### config.mk
export PLATFORM = sky130hd
export DESIGN_NAME = window_sum_actor
export DESIGN_NICKNAME = d
export VERILOG_FILES = /design/src/rtl/window_comp_pkg.sv /design/src/rtl/window_sum_enable.sv /design/src/rtl/window_sum_actor.sv
export SDC_FILE = /design/constraint.sdc
export NUM_CORES = 1
export LEC_CHECK = 0
export CAP_MARGIN = 10
export CORE_ASPECT_RATIO = 0.9
export CORE_MARGIN = 3
export CORE_UTILIZATION = 30
export DETAILED_ROUTE_END_ITERATION = 16
export GPL_ROUTABILITY_DRIVEN = 0
export GPL_TIMING_DRIVEN = 0
export PLACE_DENSITY = 0.51
export SLEW_MARGIN = 40
export SYNTH_ARGS = -nofsm -noshare
export SYNTH_HDL_FRONTEND = slang
export SYNTH_SLANG_ARGS = --single-unit
### constraint.sdc
create_clock -name clk -period 7.9 [get_ports clk]
set_input_delay 1.185 -clock clk [delete_from_list [all_inputs] [get_ports clk]]
set_output_delay 1.185 -clock clk [all_outputs]
set_load 0.01 [all_outputs]
### src/rtl/window_comp_pkg.sv
`default_nettype none
// ============================================================================
// Module      : window_comp_pkg
// Description : Shared mode encodings and width helpers for the
//               window-computation dataflow actors.
// Revision    : 1.0 - initial release
// ============================================================================
package window_comp_pkg;

    // Actor modes as seen on the mode port
    localparam logic [1:0] SETUP_COMP = 2'd0;
    localparam logic [1:0] COMP       = 2'd1;
    localparam logic [1:0] OUTPUT     = 2'd2;

    // Ceiling log2; clog2(1) = 0
    function automatic int clog2(input int n);
        int r;
        r = 0;
        for (int i = 0; i < 31; i++) begin
            if ((1 << i) < n) begin
                r = i + 1;
            end
        end
        return r;
    endfunction

    // FIFO status port width: never narrower than one bit
    function automatic int log2(input int n);
        return (n <= 1) ? 1 : clog2(n);
    endfunction

endpackage
`default_nettype wire

### src/rtl/window_sum_enable.sv
`default_nettype none
// ============================================================================
// Module      : window_sum_enable
// Description : Combinational firing-enable decode for window_sum_actor.
//               i_mode / i_busy / i_first : actor state
//               i_pop_in                  : input FIFO population
//               i_free_space_out          : output FIFO free space
//               o_enable                  : firing allowed this cycle
// Revision    : 1.0 - initial release
// ============================================================================
module window_sum_enable
    import window_comp_pkg::*;
#(
    parameter int WINDOW          = 3,
    parameter int STRIDE          = 1,
    parameter int BUFFER_SIZE     = 5,
    parameter int BUFFER_SIZE_OUT = 1
) (
    input  logic [1:0]                         i_mode,
    input  logic                               i_busy,
    input  logic                               i_first,
    input  logic [log2(BUFFER_SIZE)-1:0]       i_pop_in,
    input  logic [log2(BUFFER_SIZE_OUT)-1:0]   i_free_space_out,
    output logic                               o_enable
);

    logic [31:0] w_need;

    always_comb begin
        w_need   = i_first ? 32'(WINDOW) : 32'(STRIDE);
        o_enable = 1'b0;
        if (!i_busy) begin
            case (i_mode)
                SETUP_COMP: o_enable = (32'(i_pop_in) >= w_need);
                COMP:       o_enable = 1'b1;
                OUTPUT:     o_enable = |i_free_space_out;
                default:    o_enable = 1'b0;
            endcase
        end
    end

endmodule
`default_nettype wire

### src/rtl/window_sum_actor.sv
`default_nettype none
// ============================================================================
// Module      : window_sum_actor
// Description : Sliding-window sum actor. SETUP_COMP pops need samples into
//               the window, COMP accumulates the window sequentially, OUTPUT
//               pushes the widened sum.
//   clk, rst             : clock, asynchronous active-high reset
//   pop_in, data_in      : input FIFO population and show-ahead head
//   rd_in                : input FIFO pop strobe
//   free_space_out       : output FIFO free space
//   data_out, wr_out     : window sum and output FIFO push strobe
//   invoke, enable       : scheduler request / firing allowed
//   firing_done, mode    : last cycle of firing / current mode
// Revision    : 1.0 - initial release
// ============================================================================
module window_sum_actor
    import window_comp_pkg::*;
#(
    parameter int WIDTH           = 16,
    parameter int WINDOW          = 3,
    parameter int STRIDE          = 1,
    parameter int BUFFER_SIZE     = 5,
    parameter int BUFFER_SIZE_OUT = 1
) (
    input  logic                               clk,
    input  logic                               rst,
    input  logic [log2(BUFFER_SIZE)-1:0]       pop_in,
    input  logic [log2(BUFFER_SIZE_OUT)-1:0]   free_space_out,
    input  logic [WIDTH-1:0]                   data_in,
    output logic                               rd_in,
    output logic [WIDTH+clog2(WINDOW)-1:0]     data_out,
    output logic                               wr_out,
    input  logic                               invoke,
    output logic                               enable,
    output logic                               firing_done,
    output logic [1:0]                         mode
);

    localparam int CW = clog2(WINDOW);
    localparam int SW = WIDTH + CW;
    localparam logic [CW-1:0] c_win_last    = CW'(WINDOW - 1);
    localparam logic [CW-1:0] c_stride_last = CW'(STRIDE - 1);

    logic [1:0]        r_mode, w_mode_nx;
    logic              r_busy, w_busy_nx;
    logic              r_first, w_first_nx;
    logic [CW-1:0]     r_cnt, w_cnt_nx;
    logic              w_last;
    logic              w_accept;
    logic [CW-1:0]     w_need_last;

    logic [WIDTH-1:0]  r_win [WINDOW];
    logic [SW-1:0]     r_acc;
    logic [SW-1:0]     r_dout;
    logic [WIDTH-1:0]  w_sel;
    logic [SW-1:0]     w_ext;

    window_sum_enable #(
        .WINDOW          (WINDOW),
        .STRIDE          (STRIDE),
        .BUFFER_SIZE     (BUFFER_SIZE),
        .BUFFER_SIZE_OUT (BUFFER_SIZE_OUT)
    ) u_enable (
        .i_mode           (r_mode),
        .i_busy           (r_busy),
        .i_first          (r_first),
        .i_pop_in         (pop_in),
        .i_free_space_out (free_space_out),
        .o_enable         (enable)
    );

    assign w_accept    = invoke & enable;
    assign w_need_last = r_first ? c_win_last : c_stride_last;
    assign w_sel       = r_win[r_cnt];
    assign w_ext       = {{(SW-WIDTH){w_sel[WIDTH-1]}}, w_sel};
    assign data_out    = r_dout;
    assign mode        = r_mode;

    // ---------------------------------------------------------------- FSM
    always_ff @(posedge clk or posedge rst) begin
        if (rst) begin
            r_mode  <= SETUP_COMP;
            r_busy  <= 1'b0;
            r_first <= 1'b1;
            r_cnt   <= '0;
        end else begin
            r_mode  <= w_mode_nx;
            r_busy  <= w_busy_nx;
            r_first <= w_first_nx;
            r_cnt   <= w_cnt_nx;
        end
    end

    always_comb begin
        w_mode_nx   = r_mode;
        w_busy_nx   = r_busy;
        w_first_nx  = r_first;
        w_cnt_nx    = r_cnt;
        w_last      = 1'b0;
        rd_in       = 1'b0;
        wr_out      = 1'b0;
        firing_done = 1'b0;
        if (r_busy) begin
            case (r_mode)
                SETUP_COMP: begin
                    rd_in  = 1'b1;
                    w_last = (r_cnt == w_need_last);
                end
                COMP:    w_last = (r_cnt == c_win_last);
                OUTPUT: begin
                    wr_out = 1'b1;
                    w_last = 1'b1;
                end
                default: w_last = 1'b1;
            endcase
            firing_done = w_last;
            if (w_last) begin
                w_busy_nx = 1'b0;
                w_cnt_nx  = '0;
                case (r_mode)
                    SETUP_COMP: begin
                        w_mode_nx  = COMP;
                        w_first_nx = 1'b0;
                    end
                    COMP:    w_mode_nx = OUTPUT;
                    default: w_mode_nx = SETUP_COMP;
                endcase
            end else begin
                w_cnt_nx = r_cnt + 1'b1;
            end
        end else if (w_accept) begin
            // busy rises the cycle after the accepted invoke
            w_busy_nx = 1'b1;
            w_cnt_nx  = '0;
        end
    end

    // ----------------------------------------------------------- datapath
    always_ff @(posedge clk or posedge rst) begin
        if (rst) begin
            for (int i = 0; i < WINDOW; i++) begin
                r_win[i] <= '0;
            end
            r_acc  <= '0;
            r_dout <= '0;
        end else begin
            if (rd_in) begin
                r_win[0] <= data_in;
                for (int i = 1; i < WINDOW; i++) begin
                    r_win[i] <= r_win[i-1];
                end
            end
            // first accumulation cycle loads instead of adding, clearing the sum
            if (r_busy && (r_mode == COMP)) begin
                r_acc <= (r_cnt == '0) ? w_ext : (r_acc + w_ext);
            end
            // captured at acceptance so data_out is valid alongside wr_out
            if (w_accept && (r_mode == OUTPUT)) begin
                r_dout <= r_acc;
            end
        end
    end

endmodule
`default_nettype wire

After elaboration in Yosys (flattened, before gate mapping). Index checks and enable logic that the tools add are counted.

Reductions and logical operators: 7. Magnitude comparators: 2. Equality and inequality tests: 4. Muxes and demuxes: 22. Bitwise logic cells: 2. Add/sub/neg operators: 2.

Operator list (number): binary-select mux 16 bit (select 2 bit) (1); >= comparator 3 x 32 -> 1 bit (1); 2-to-1 mux 16 bit (2); adder 18 bit (1); 2-to-1 mux 18 bit (1); 2-to-1 mux 1 bit (10); 2-to-1 mux 2 bit (5); == test 2 bit, second input constant (2); logical NOT 2 bit (2); case mux 2 bit (2 select lines) (1); >= comparator 3 bit, second input constant (1); inverter 2 -> 3 bit (1); case mux 1 bit (3 select lines) (1); AND reduction 3 bit (1); adder 2 x 1 -> 2 bit, second input constant (1); == test 2 x 1 -> 1 bit, second input constant (1); == test 2 bit (1); logical AND 1 bit (2); case mux 1 bit (2 select lines) (1); AND reduction 2 bit (1); nonzero test 2 bit (1); AND 1 bit (1).

Input bits: 23. Flip-flop bits (word level): 90. Output and inout bits: 24.

Logic depth before layout (Yosys ltp).
Depth in word-level cells: 7. Gate-level depth with buffers: 14. Depth with buffers taken out: 11.

Hierarchy. A second synthesis with hierarchy kept.

Cells, all modules: 443. Area total of the unflattened synthesis: 4849.7 um2.

Modules (own cells, without submodules): window_sum_actor (instances 1, area each 4800.9 um2, cells each 437, sequential area each 2253.4 um2); window_sum_enable (instances 1, area each 48.8 um2, cells each 6, sequential area each 0.0 um2).

Least setup slack after synthesis. OpenSTA, ideal clock, no wires.

Path kind: input port to output port. Start: input port pop_in[1]. End: output port enable. Data required time: 6.715 ns. Path slack: 4.808 ns. Arrival: 1.907 ns. Stages on the path: 3. Path through: ha_1 -> nand2_1 -> a221oi_4.

Longest elaborated chain between the ends: 3.

Ends and longest elaborated chain: from (decl) (RTL line window_sum_actor.sv:27) `input logic [log2(BUFFER_SIZE)-1:0] pop_in,`; >= comparator 3 x 32 -> 1 bit (RTL line window_sum_enable.sv:34) `SETUP_COMP: o_enable = (32'(i_pop_in) >= w_need);`; case mux 1 bit (3 select lines) (RTL line window_sum_enable.sv:33) `case (i_mode)`; 2-to-1 mux 1 bit (RTL line window_sum_enable.sv:32) `if (!i_busy) begin`; to (decl) (RTL line window_sum_actor.sv:34) `output logic enable,`.

Every way passes these cells.

Worst setup path in the final report. Ends and elaborated chain as after synthesis.

==> impl_metrics.ini <==
[run_status]
outcome = finished clean

[sta]
setup_slack_ps = 3790
worst_slew_pin_slew_ps = 765
slew-limit-headroom_pct = 48.7
max_freq_mhz = 243
fin_crit_ps = 4110
rsz0062_at_grt = no
hold_viol = 0
period_share_pct = 52.0
slew_viol_final = 0
skew_ps = 9.45
finalSetupTns_ps = 0
setup_violations = 0

[floorplanning]
die_area_mm2 = 0.0180
io_pins = 47
coreArea_mm2 = 0.0158
die_h_um = 128
dieWidth_um = 141
num_rows = 43
start_util_pct = 31.3

[worst_hold_path]
hold_path.class = flip-flop to flip-flop

[logic_synthesis]
synth_top_area_share_pct = 45.2
avgSynthCellArea_um2 = 11.1
ys_seq_elements = 90
ys_warn_count = 0
synth-edff-count = 0
synth-async-reset-ratio_pct = 100
synthTopCellsByCount = dfrtp_1, mux2_2, nand2_1, o21ai_0, a21oi_1
yosys-top-cells-area = dfrtp_1, mux2_2, ha_1
synth_most_common_cell = dfrtp_1
synth_ff_type = dfrtp_1
synth_fp_nets = 489
syn_area_mm2 = 0.00493
yosys.cell_types.count = 60
netlist_instances = 446
yosysTopAreaCell = dfrtp_1
ys_seq_area_share_pct = 45.7

[cts]
cts_made_buffers = 9
cts-root-buf = clkbuf_16
postCtsHoldBufs = 0
cts_tree = yes
cts_buffer_depth = 2
cts.sinks = 90
cts_setup_buffers = 0
path_clk_slew_ps = 60
h-tree-depth = 3
clock_latency_ps = 340
cts.repair.resized = 0

[drt]
wire_per_inst_um = 15.1
antenna_left = 0
viasPerCell = 4.95
first_pass_iters = 4
via_count = 3519
drc_errors = 0
drt_iter0_markers = 277
wirelength_mm = 10.7

[critical_path]
arrival_ps = 2930
path_buf_inv = 2
path_cells = clkdlybuf4s50_1 -> ha_1 -> nand2_1 -> a221oi_4 -> clkdlybuf4s50_1
worstSetupPathType = input pin to primary output
crit_required_ps = 6710
cpPeakStageDelay_ps = 600
startpoint_type = input pin
critPathMaxFanout = 4
crit_family = buffers and inverters
crit_path_end_kind = primary output
critical_path.slowest_cell = clkdlybuf4s50_1
cpMostUsedCell = clkdlybuf4s50_1

[final_layout]
drive_gt1_share_pct = 21.8
fill_cells = 1507
n_antenna_cell = 0
final_cells = 711
syn_to_final_growth_pct = 21.5
layout.nets = 547
post-route-util_pct = 38.0

[power_and_ir_drop]
p_leak_uw = 0.00259
p_per_area_mw_per_mm2 = 515
ir_worst_vdd_uv = 197

[grt]
grt_pass1_vias = 3540
antenna_found_initial = 0
grt_first_pass_wirelength_mm = 18.2
grt_usage_pct = 12.7
grt_max_degree = 53
grt.overflow.total = 0

[placed_design]
dp_worst_setup_slack_ps = 3770
dpl.cell_count = 695
dp_hpwl_mm = 8.10
port_buffers = 46

[run]
maxCapViolations = 0
## flip-flops by register name, indices dropped and copies added (netlist names)
signal and count:
mode 2, data_out 18, r_busy 1, r_cnt 2, r_first 1, r_acc 18
r_win 48
## power breakdown
group	internal [µW]	total, µW	switching [µW]
Combinational	836	1790	957
Sequential	694	855	161
Clock	258	441	183
## cell usage in the layout (no fill, tap or decap), drive strengths merged, types with 2 or more instances in the layout
cell and instances:
o21bai 2, o21ai 46, nor3 4, clkdlybuf4s50 46
a21oi 26, clkbuf 18, o21a 4, nand4 5
nor2b 2, nor4 3, clkinv 3, a22o 2
a211oi 4, o211ai 2, and3 3, mux2i 23
inv 17, a221oi 2, nand2 44, ha 19
o31ai 2, nor2 16, buf 15, xnor2 12
a21o 5, dfrtp 89, mux2 67, nand3 4
o22ai 2, a22oi 4
## cells by family after synthesis
kind of cell	synth area share (%)
compound gates	14.4
simple gates	8.47
fa+ha+maj	5.23
xor+xnor	2.13
buf+inv	3.32
flops	45.7
mux	20.8
## worst register-to-register path: stages, from the launching register on
cell and delay (ps):
dfrtp_1 360, buf_2 180, nor2b_1 120, buf_2 230
buf_1 430, nand2_1 110, o21ai_0 230, ha_1 410
a21oi_1 230, o21a_1 200, o211ai_2 150, o32ai_2 350
mux2_4 330, a311o_1 270
## per-stage QoR
step,power [µW],cell area [µm²],hold slack [ps]
CTS,3110,5990,510
global route,3380,5990,521
detailed placement,2650,5680,495
global placement,2610,5650,489
floorplan,2170,4930,461
finish,3090,5990,506
## final cells by class
cell class	instances	area [µm²]	share of cell area, %
plain buffers	22	108	1.80
clock buffers	10	239	3.99
clock inverters	6	72.6	1.21
inverters	15	61.3	1.02
multi-input cells	319	2520	42.0
flip-flops and latches	90	2250	37.6
well taps	202	253	4.22
repair buffers	47	488	8.14
## path summary, 6_finish.rpt
| path | startpoint | endpoint | slack [ps] | cells past startpoint |
|---|---|---|---|---|
| worst max-delay path | pop_in[1] | enable | 3790 | 5 |
| worst min-delay path | data_out[16]$_DFFE_PP0P_ | data_out[16]$_DFFE_PP0P_ | 510 | 1 |
| worst max register to register | r_cnt[0]$_DFFE_PP0P_ | r_acc[17]$_DFFE_PP0P_ | 4200 | 13 |
| worst min register to register | data_out[16]$_DFFE_PP0P_ | data_out[16]$_DFFE_PP0P_ | 510 | 1 |
| max in group asynchronous | rst | r_first$_DFFE_PP1P_ | 6060 | 3 |
| min in group asynchronous | rst | r_win[32]$_DFFE_PP0P_ | 1210 | 2 |
## per-layer routing
layer | track usage [%] | wire length [µm] | vias up
met5 | 0 | 0 | -
met4 | 4.39 | 182 | 0
met2 | 19.1 | 4730 | 63
met1 | 17.6 | 5430 | 1704
met3 | 3.52 | 411 | 15
li1 | - | - | 1737
(Power assumes the default switching activity.)
